===== config.mk =====
export PLATFORM = sky130hd
export DESIGN_NAME = memory_bus_arbiter
export DESIGN_NICKNAME = d
export VERILOG_FILES = /design/src/rtl/arbiter_pkg.sv /design/src/rtl/rr_priority_picker.sv /design/src/rtl/memory_bus_arbiter.sv
export SDC_FILE = /design/constraint.sdc
export NUM_CORES = 1
export LEC_CHECK = 0
export BUFFER_PORTS_ARGS = -buffer_cell sky130_fd_sc_hd__buf_4
export CORE_AREA = 2 2 140 142
export CTS_CLUSTER_DIAMETER = 60
export DETAILED_ROUTE_END_ITERATION = 7
export DIE_AREA = 0 0 142 144
export SLEW_MARGIN = 40
export SYNTH_ARGS = -nofsm -noshare
export SYNTH_HDL_FRONTEND = slang
export SYNTH_SLANG_ARGS = --single-unit

===== constraint.sdc =====
create_clock -name clk -period 5 [get_ports clk]
set_input_delay 0.75 -clock clk [delete_from_list [all_inputs] [get_ports clk]]
set_output_delay 0.75 -clock clk [all_outputs]
set_load 0.005 [all_outputs]

===== src/rtl/arbiter_pkg.sv =====
// rtl/arbiter_pkg.sv - shared types and helpers for the main-memory bus arbiter
package arbiter_pkg;

    typedef enum logic [1:0] {
        ARB_IDLE,
        ARB_ACCESS,
        ARB_RESP
    } arb_state_t;

    localparam int MASTER_ICACHE = 0;
    localparam int MASTER_DCACHE = 1;
    localparam int MASTER_DEBUG  = 2;

    // Width needed for a counter running 0..n-1; never narrower than one bit.
    function automatic int cnt_width(input int n);
        return (n <= 2) ? 1 : $clog2(n);
    endfunction

endpackage


===== src/rtl/rr_priority_picker.sv =====
// rtl/rr_priority_picker.sv - combinational round-robin pick starting after the last grant
module rr_priority_picker #(
    parameter int NUM_MASTERS = 3,
    localparam int IW = (NUM_MASTERS <= 1) ? 1 : $clog2(NUM_MASTERS)
) (
    input  logic [NUM_MASTERS-1:0] i_req,
    input  logic [IW-1:0]          i_last,
    output logic [NUM_MASTERS-1:0] o_grant,
    output logic [IW-1:0]          o_idx,
    output logic                   o_valid
);

    function automatic logic [IW-1:0] wrap_idx(input logic [IW-1:0] base, input int off);
        return IW'((int'(base) + off) % NUM_MASTERS);
    endfunction

    // Scan farthest offset first so the nearest requester after i_last overrides.
    always_comb begin
        o_grant = '0;
        o_idx   = '0;
        o_valid = 1'b0;
        for (int off = NUM_MASTERS; off >= 1; off--) begin
            if (i_req[wrap_idx(i_last, off)]) begin
                o_grant                         = '0;
                o_grant[wrap_idx(i_last, off)]  = 1'b1;
                o_idx                           = wrap_idx(i_last, off);
                o_valid                         = 1'b1;
            end
        end
    end

endmodule


===== src/rtl/memory_bus_arbiter.sv =====
// rtl/memory_bus_arbiter.sv - round-robin single-outstanding arbiter for the main-memory slave port
module memory_bus_arbiter
    import arbiter_pkg::*;
#(
    parameter int NUM_MASTERS    = 3,
    parameter int ADDR_WIDTH     = 32,
    parameter int DATA_WIDTH     = 32,
    parameter int TIMEOUT_CYCLES = 256
) (
    input  logic                                clk,
    input  logic                                rst_n,
    input  logic [NUM_MASTERS-1:0]              m_req,
    input  logic [NUM_MASTERS-1:0]              m_we,
    input  logic [NUM_MASTERS*ADDR_WIDTH-1:0]   m_addr,
    input  logic [NUM_MASTERS*DATA_WIDTH-1:0]   m_wdata,
    input  logic [NUM_MASTERS*DATA_WIDTH/8-1:0] m_wstrb,
    output logic [NUM_MASTERS-1:0]              m_ack,
    output logic [NUM_MASTERS-1:0]              m_err,
    output logic [DATA_WIDTH-1:0]               m_rdata,
    output logic                                s_stb,
    output logic                                s_we,
    output logic [ADDR_WIDTH-1:0]               s_addr,
    output logic [DATA_WIDTH-1:0]               s_wdata,
    output logic [DATA_WIDTH/8-1:0]             s_wstrb,
    input  logic                                s_ack,
    input  logic [DATA_WIDTH-1:0]               s_rdata,
    output logic [NUM_MASTERS-1:0]              grant,
    output logic                                busy
);

    localparam int IW      = (NUM_MASTERS <= 1) ? 1 : $clog2(NUM_MASTERS);
    localparam int SW      = DATA_WIDTH / 8;
    localparam int CW      = cnt_width(TIMEOUT_CYCLES);
    localparam int TO_LAST = (TIMEOUT_CYCLES == 0) ? 0 : TIMEOUT_CYCLES - 1;

    arb_state_t                r_state;
    arb_state_t                w_next_state;
    logic [IW-1:0]             r_last;
    logic [NUM_MASTERS-1:0]    r_grant;
    logic                      r_we;
    logic [ADDR_WIDTH-1:0]     r_addr;
    logic [DATA_WIDTH-1:0]     r_wdata;
    logic [SW-1:0]             r_wstrb;
    logic [DATA_WIDTH-1:0]     r_rdata;
    logic                      r_err;
    logic [CW-1:0]             r_cnt;

    logic [NUM_MASTERS-1:0]    w_pick_grant;
    logic [IW-1:0]             w_pick_idx;
    logic                      w_pick_valid;
    logic                      w_timeout;

    rr_priority_picker #(
        .NUM_MASTERS (NUM_MASTERS)
    ) u_picker (
        .i_req   (m_req),
        .i_last  (r_last),
        .o_grant (w_pick_grant),
        .o_idx   (w_pick_idx),
        .o_valid (w_pick_valid)
    );

    assign w_timeout = (TIMEOUT_CYCLES != 0) && (r_cnt == CW'(TO_LAST));

    always_ff @(posedge clk or negedge rst_n) begin
        if (!rst_n) begin
            r_state <= ARB_IDLE;
        end else begin
            r_state <= w_next_state;
        end
    end

    always_comb begin
        w_next_state = r_state;
        case (r_state)
            ARB_IDLE:   if (w_pick_valid) w_next_state = ARB_ACCESS;
            ARB_ACCESS: if (s_ack || w_timeout) w_next_state = ARB_RESP;
            ARB_RESP:   w_next_state = ARB_IDLE;
            default:    w_next_state = ARB_IDLE;
        endcase
    end

    // Command is latched at grant so the slave sees it unchanged for the whole access.
    always_ff @(posedge clk or negedge rst_n) begin
        if (!rst_n) begin
            r_last  <= IW'(NUM_MASTERS - 1);
            r_grant <= '0;
            r_we    <= 1'b0;
            r_addr  <= '0;
            r_wdata <= '0;
            r_wstrb <= '0;
            r_rdata <= '0;
            r_err   <= 1'b0;
            r_cnt   <= '0;
        end else begin
            case (r_state)
                ARB_IDLE: begin
                    r_cnt <= '0;
                    if (w_pick_valid) begin
                        r_grant <= w_pick_grant;
                        r_last  <= w_pick_idx;
                        r_we    <= m_we[w_pick_idx];
                        r_addr  <= m_addr[w_pick_idx*ADDR_WIDTH +: ADDR_WIDTH];
                        r_wdata <= m_wdata[w_pick_idx*DATA_WIDTH +: DATA_WIDTH];
                        r_wstrb <= m_wstrb[w_pick_idx*SW +: SW];
                    end
                end
                ARB_ACCESS: begin
                    r_cnt <= r_cnt + 1'b1;
                    if (s_ack) begin
                        r_rdata <= s_rdata;
                        r_err   <= 1'b0;
                    end else if (w_timeout) begin
                        r_rdata <= '0;
                        r_err   <= 1'b1;
                    end
                end
                ARB_RESP: r_grant <= '0;
                default:  r_grant <= '0;
            endcase
        end
    end

    always_comb begin
        s_stb = (r_state == ARB_ACCESS);
        busy  = (r_state != ARB_IDLE);
        m_ack = '0;
        m_err = '0;
        if (r_state == ARB_RESP) begin
            m_ack = r_grant;
            m_err = r_err ? r_grant : '0;
        end
    end

    assign s_we    = r_we;
    assign s_addr  = r_addr;
    assign s_wdata = r_wdata;
    assign s_wstrb = r_wstrb;
    assign m_rdata = r_rdata;
    assign grant   = r_grant;

endmodule


==> flow_metrics.py, run 1 <==
metrics = {
    "drt": {
        "vias": 5885,
        "antenna_left": 0,
        "drc_errors": 0,
        "drt_iter0_drc": 280,
        "wire_per_inst_um": 18.7,
        "routed_wl_um": 21900,
        "dr.pass1.iters": 4,
        "vias_per_cell": 5.03,
    },
    "worst_setup_path": {
        "setup.worst_path.end_class": "flip-flop",
        "crit_arrival_ns": 3.47,
        "r2r_setup_slack_ns": 1.86,
        "rr_worst_depth": 7,
        "cp_max_fo": 37,
        "crit_start": "r_last[1]$_DFFE_PN1P_",
        "reg2reg_to": "s_wdata[6]$_DFFE_PN0P_",
        "cp_data_required_time_ns": 5.34,
        "r2r_start": "r_last[1]$_DFFE_PN1P_",
        "critical_path_class": "reg -> reg",
        "cp-start-kind": "flip-flop",
    },
    "synth": {
        "synth.net_count": 835,
        "syn_area_um2": 6390,
        "synth_cells": 585,
        "synth.area.top_cells": "dfrtp_1 45%, o211ai_2 13%, mux2i_1 11%, nand3_1 5.6%, a22o_1 4.8%",
        "ys_seq_area_share_pct": 45.9,
        "ys_types": 44,
        "yosys_warnings": 0,
        "synth_ff_type": "dfrtp_1",
        "yosysMostFrequentCell": "dfrtp_1",
        "ys_top_cells_by_count": "116 x dfrtp_1, 81 x nand2_1, 73 x mux2i_1",
        "yosys.area.top_type": "dfrtp_1",
        "syn_avg_cell_area_um2": 10.9,
        "async_reset_ff_share_pct": 100,
        "synth_top_area_share_pct": 45.4,
        "synth-seq-cells": 117,
        "synth_enable_flop_cells": 0,
    },
    "clock_tree": {
        "cts_buffers": 17,
        "htreeDepth": 4,
        "cts_resized": 0,
        "cts_sinks": 117,
        "post-cts-setup-buffers": 0,
        "cts_tree": "done",
        "path_clk_slew_ns": 0.06,
        "clk_latency_ns": 0.42,
        "clockBufferDepth": 2,
        "hold_buffers": 0,
        "clock-root-buffer": "clkbuf_16",
    },
    "final_layout": {
        "synthToLayoutAreaGrowth_pct": 53.8,
        "diodes": 0,
        "finish.utilization_pct": 51.5,
        "nets": 1168,
        "layout-drive-gt1-share_pct": 51.2,
    },
    "pwr": {
        "clockPowerShare_pct": 21.5,
        "p_seq_share_pct": 26.5,
        "finalPower_uw": 6290,
        "power.density_nw_per_um2": 640,
        "power_switching_uw": 2490,
        "vdd_drop_max_uv": 411,
        "swShare_pct": 39.6,
        "p_int_uw": 3800,
        "pwr-share-comb_pct": 52.0,
        "p_leak_uw": 0.00508,
    },
    "timing": {
        "hold-worst-slack_ns": 0.227,
        "rsz0062_at_grt": "false",
        "slew_headroom_pct": 50.2,
        "fmaxAchievable_mhz": 319,
        "period_needed_ns": 3.14,
        "tns_ns": 0,
        "skew_ns": 0.00823,
        "finalSetupViolations": 0,
        "hold_violations": 0,
        "finalCritPeriodShare_pct": 62.7,
        "slew_viol_final": 0,
        "tightest_slew_ns": 0.747,
    },
    "global_route": {
        "antenna_found_initial": 0,
        "grt_pass1_vias": 5991,
        "grt.overflow.total": 0,
        "grt-busiest-layer": "met2",
        "grtUsageMet3_pct": 6.39,
        "grt_usage_pct": 20.7,
        "use_met2_pct": 34.5,
        "grt_start_max_net_pins": 75,
        "met1_usage_pct": 25.7,
        "grt_pass1_wl_um": 32800,
    },
    "floorplan": {
        "core_area_um2": 19100,
        "die_h_um": 144,
        "die_w_um": 142,
        "initial_core_util_pct": 33.5,
        "io_pins": 357,
        "rows": 51,
        "dieArea_um2": 20400,
    },
    "place": {
        "place.gp.congestion": 0.783,
        "port_buffers": 356,
        "dpl.hpwl_um": 15600,
    },
    "outcome": {
        "status": "finished, final reports clean",
    },
    "min_path": {
        "hp-class": "in -> async",
    },
    "run": {
        "maxCapViolations": 0,
    },
}
## through the flow
| stage | std cells | setup WS (ns) | area [um^2] |
|---|---|---|---|
| 3_3_place_gp | 1136 | 1.93 | 9150 |
| 6_report | 1169 | 1.86 | 9830 |
| 3_5_place_dp | 1137 | 1.89 | 9180 |
| 4_1_cts | 1169 | 1.83 | 9820 |
| 2_1_floorplan | 585 | 2.71 | 6390 |
| 5_1_grt | 1169 | 1.64 | 9830 |
## flip-flops by register name, indices dropped and copies added (netlist names)
signal / count
s_wdata: 32
s_we: 1
s_wstrb: 4
r_state: 2
m_rdata: 32
r_err: 1
r_cnt: 8
r_last: 2
grant: 3
s_addr: 32
## how the worst max path moves through the flow
| stage | to | slack [ns] | depth (start not counted) |
|---|---|---|---|
| 5_1_grt | s_wdata[6]$_DFFE_PN0P_ | 1.64 | 7 |
| 3_5_place_dp | s_addr[30]$_DFFE_PN0P_ | 1.89 | 7 |
| 6_report | s_wdata[6]$_DFFE_PN0P_ | 1.86 | 7 |
| 2_1_floorplan | s_addr[2]$_DFFE_PN0P_ | 2.71 | 11 |
| 4_1_cts | s_wdata[6]$_DFFE_PN0P_ | 1.83 | 7 |
| 3_3_place_gp | s_addr[10]$_DFFE_PN0P_ | 1.93 | 7 |
## worst max-delay path, stage by stage, from the launching register on
cell      delay, ns
dfstp_2        0.55
ha_1           0.39
mux2i_1        0.33
mux2_2         0.30
a41o_2         0.71
buf_4          0.52
nand2_1        0.14
o211ai_2       0.07
## final cells by class
type                       instances  area (um^2)
clock inverter                    15          218
clock buffer                      17          425
multi-input combinational        406         3150
sequential                       117         2930
tap                              238          298
fill                            1755         9250
inverter                          11         41.3
timing repair buffer             365         2770
## layout by cell type (no fill, tap or decap), drive strengths merged, types with 2 or more instances in the layout
cell,synthesis,layout
dfrtp,116,116
nand2b,5,5
o32a,2,2
buf,25,365
and2,4,4
bufinv,0,4
o21ai,11,11
nand4,2,2
nand3,72,72
mux2,2,2
a21oi,8,8
o211ai,69,69
nor3,3,3
mux2i,73,73
xor2,3,3
ha,5,5
clkinv,0,4
nand2,82,82
a22o,35,35
nor2,8,8
and3b,3,3
and3,5,5
clkbuf,26,17
inv,11,17
## cell families (layout without fill, tap and decap cells)
| kind of cell | after synthesis | after routing | share of synthesized area, % |
|---|---|---|---|
| fa+ha+maj | 5 | 5 | 0.979 |
| flops | 117 | 117 | 45.9 |
| buf+inv | 62 | 408 | 5.60 |
| xor+xnor | 3 | 3 | 0.411 |
| mux | 75 | 75 | 11.8 |
| simple gates | 190 | 190 | 13.9 |
| compound gates | 133 | 133 | 21.4 |
## layer usage
metal  up-vias  wire, um
li1       2810         -
met1      2780      8960
met2       264     10600
met3        31      1810
met4         0       469
met5         -         0
## power by group through the flow
stage	Sequential [uW]	Combinational [uW]	Clock [uW]
2_1_floorplan	1670	2100	0
3_3_place_gp	1680	3260	0
3_5_place_dp	1660	3320	0
4_1_cts	1670	3320	1380
5_1_grt	1720	3550	1420
6_report	1670	3270	1350
Note: power is estimated with default switching activity, not from simulation.
==> run 2, diff against run 1 <==
--- a/config.mk
+++ b/config.mk
@@ -10,6 +10,7 @@
 export CTS_CLUSTER_DIAMETER = 60
 export DETAILED_ROUTE_END_ITERATION = 7
 export DIE_AREA = 0 0 142 144
+export PLACE_DENSITY = 0.66
 export SLEW_MARGIN = 40
 export SYNTH_ARGS = -nofsm -noshare
 export SYNTH_HDL_FRONTEND = slang
==> constraint.sdc (replaced) <==
create_clock -name clk -period 2.8 [get_ports clk]
set_input_delay 0.42 -clock clk [delete_from_list [all_inputs] [get_ports clk]]
set_output_delay 0.42 -clock clk [all_outputs]
set_load 0.005 [all_outputs]
==> flow_metrics.py, run 2 (same netlist as run 1, synthesis figures left out) <==
metrics = {
    "floorplan": {
        "core_area_um2": 19100,
        "dieArea_um2": 20400,
        "die_h_um": 144,
        "die_w_um": 142,
        "io_pins": 357,
        "initial_core_util_pct": 33.5,
        "rows": 51,
    },
    "place": {
        "port_buffers": 356,
        "dpl.hpwl_um": 16000,
        "placed_area_um2": 9340,
        "placedCellCount": 1147,
        "place.gp.congestion": 0.768,
    },
    "global_route": {
        "grt_start_max_net_pins": 118,
        "antenna_found_initial": 0,
        "grt.overflow.total": 0,
        "grt_usage_pct": 21.0,
        "grt_pass1_vias": 5815,
        "grt_pass1_wl_um": 32800,
    },
    "drt": {
        "antenna_left": 0,
        "drc_errors": 0,
        "drt_iter0_drc": 332,
        "vias": 5978,
        "vias_per_cell": 5.07,
        "wire_per_inst_um": 18.9,
        "dr.pass1.iters": 4,
        "routed_wl_um": 22300,
    },
    "final_layout": {
        "synthToLayoutAreaGrowth_pct": 55.5,
        "n_fill_cell": 1786,
        "finalNonFillerCells": 1179,
        "layout-drive-gt1-share_pct": 51.6,
        "diodes": 0,
        "final_cell_mix": "365 x buf_4, 116 x dfrtp_1, 81 x nand2_1",
        "final_common_cell": "buf_4",
        "stdcell_area_um2": 9930,
        "nets": 1178,
    },
    "clock_tree": {
        "clock-root-buffer": "clkbuf_16",
        "path_clk_slew_ns": 0.06,
        "post-cts-setup-buffers": 0,
        "cts_sinks": 117,
        "hold_buffers": 0,
        "cts_tree": "done",
        "cts_buffers": 17,
        "clk_latency_ns": 0.42,
        "cts_resized": 0,
        "htreeDepth": 4,
        "clockBufferDepth": 2,
    },
    "pwr": {
        "vdd_drop_max_uv": 559,
        "p_leak_uw": 0.00513,
        "power.density_nw_per_um2": 1150,
    },
    "timing": {
        "slew_viol_final": 0,
        "fmaxAchievable_mhz": 393,
        "rsz0062_at_grt": "false",
        "skew_ns": 0.00876,
        "hold-worst-slack_ns": 0.0362,
        "slew_headroom_pct": 51.5,
        "hold_violations": 0,
        "finalSetupViolations": 0,
        "period_needed_ns": 2.54,
        "tightest_slew_ns": 0.728,
        "tns_ns": 0,
        "finalCritPeriodShare_pct": 90.9,
    },
    "worst_setup_path": {
        "crit_arrival_ns": 2.83,
        "critical_path_class": "reg -> reg",
        "setup.worst_path.end_class": "flip-flop",
        "cp_data_required_time_ns": 3.09,
        "cp_max_fo": 36,
        "cp-start-kind": "flip-flop",
    },
    "min_path": {
        "hp-class": "in -> async",
    },
    "outcome": {
        "status": "finished, final reports clean",
    },
    "run": {
        "maxCapViolations": 0,
    },
}
## run 2: cell count changes in the layout (fill, tap and decap cells not counted)
cell	delta
clkbuf_8	+1
nand2_2	-1
inv_8	-1
buf_6	-1
clkinv_2	+2
buf_4	+3
clkinvlp_4	+3
nand2_4	+1
buf_12	+8
bufinv_16	-2
nand2_8	-1
nand2_1	+1
inv_6	-3
## run 2: path summary, 6_finish.rpt
path                                  startpoint                      to  slack [ns]  depth (start not counted)
max                        r_last[1]$_DFFE_PN1P_  s_addr[16]$_DFFE_PN0P_        0.26                          7
min                                        rst_n  s_wdata[3]$_DFFE_PN0P_        0.04                          2
min reg2reg                s_addr[1]$_DFFE_PN0P_   s_addr[1]$_DFFE_PN0P_        0.48                          2
max reg2reg                r_last[1]$_DFFE_PN1P_  s_addr[16]$_DFFE_PN0P_        0.26                          7
min in group clk                      s_rdata[7]  m_rdata[7]$_DFFE_PN0P_        0.22                          2
max in group asynchronous                  rst_n    r_cnt[5]$_DFFE_PN0P_        2.16                          2
## run 2: metrics by stage
stage | power (uW) | util (%) | setup WS [ns]
floorplan | 6740 | - | 0.513
global placement | 9210 | 49.0 | 0.297
detailed placement | 9300 | 49.0 | 0.277
CTS | 11500 | 52.1 | 0.265
global route | 12100 | 52.1 | 0.149
finish | 11400 | 52.1 | 0.256
## run 2: routing by layer
layer / vias to the layer above / global-route usage [%] / share of wire (%)
li1: 2832 / - / -
met1: 2827 / 26.3 / 41
met2: 284 / 34.4 / 48
met3: 35 / 6.75 / 8.7
met4: 0 / 7.37 / 2.2
met5: - / 0 / 0
## run 2: area by class of cell
| class | count | area, um^2 | share of cell area (%) |
|---|---|---|---|
| multi-input combinational | 406 | 3130 | 31.5 |
| timing repair buffer | 375 | 2940 | 29.6 |
| sequential | 117 | 2930 | 29.5 |
| clock buffer | 18 | 439 | 4.42 |
| tap | 238 | 298 | 3.00 |
| clock inverter | 14 | 153 | 1.54 |
| inverter | 11 | 41.3 | 0.416 |
## run 2: critical path, stage by stage, from the launching register on
cell      delay, ns
dfstp_2        0.54
ha_1           0.29
and3b_1        0.25
o32a_1         0.38
a31oi_4        0.22
buf_12         0.27
mux2i_1        0.31
o211ai_2       0.10
## run 2: where the power goes
part,total [uW],internal [uW],switching (uW),leakage (uW)
clock,2190,1340,848,0.000279
combinational,6190,3050,3140,0.00339
sequential,3010,2500,505,0.00146
total,11400,6890,4500,0.00513
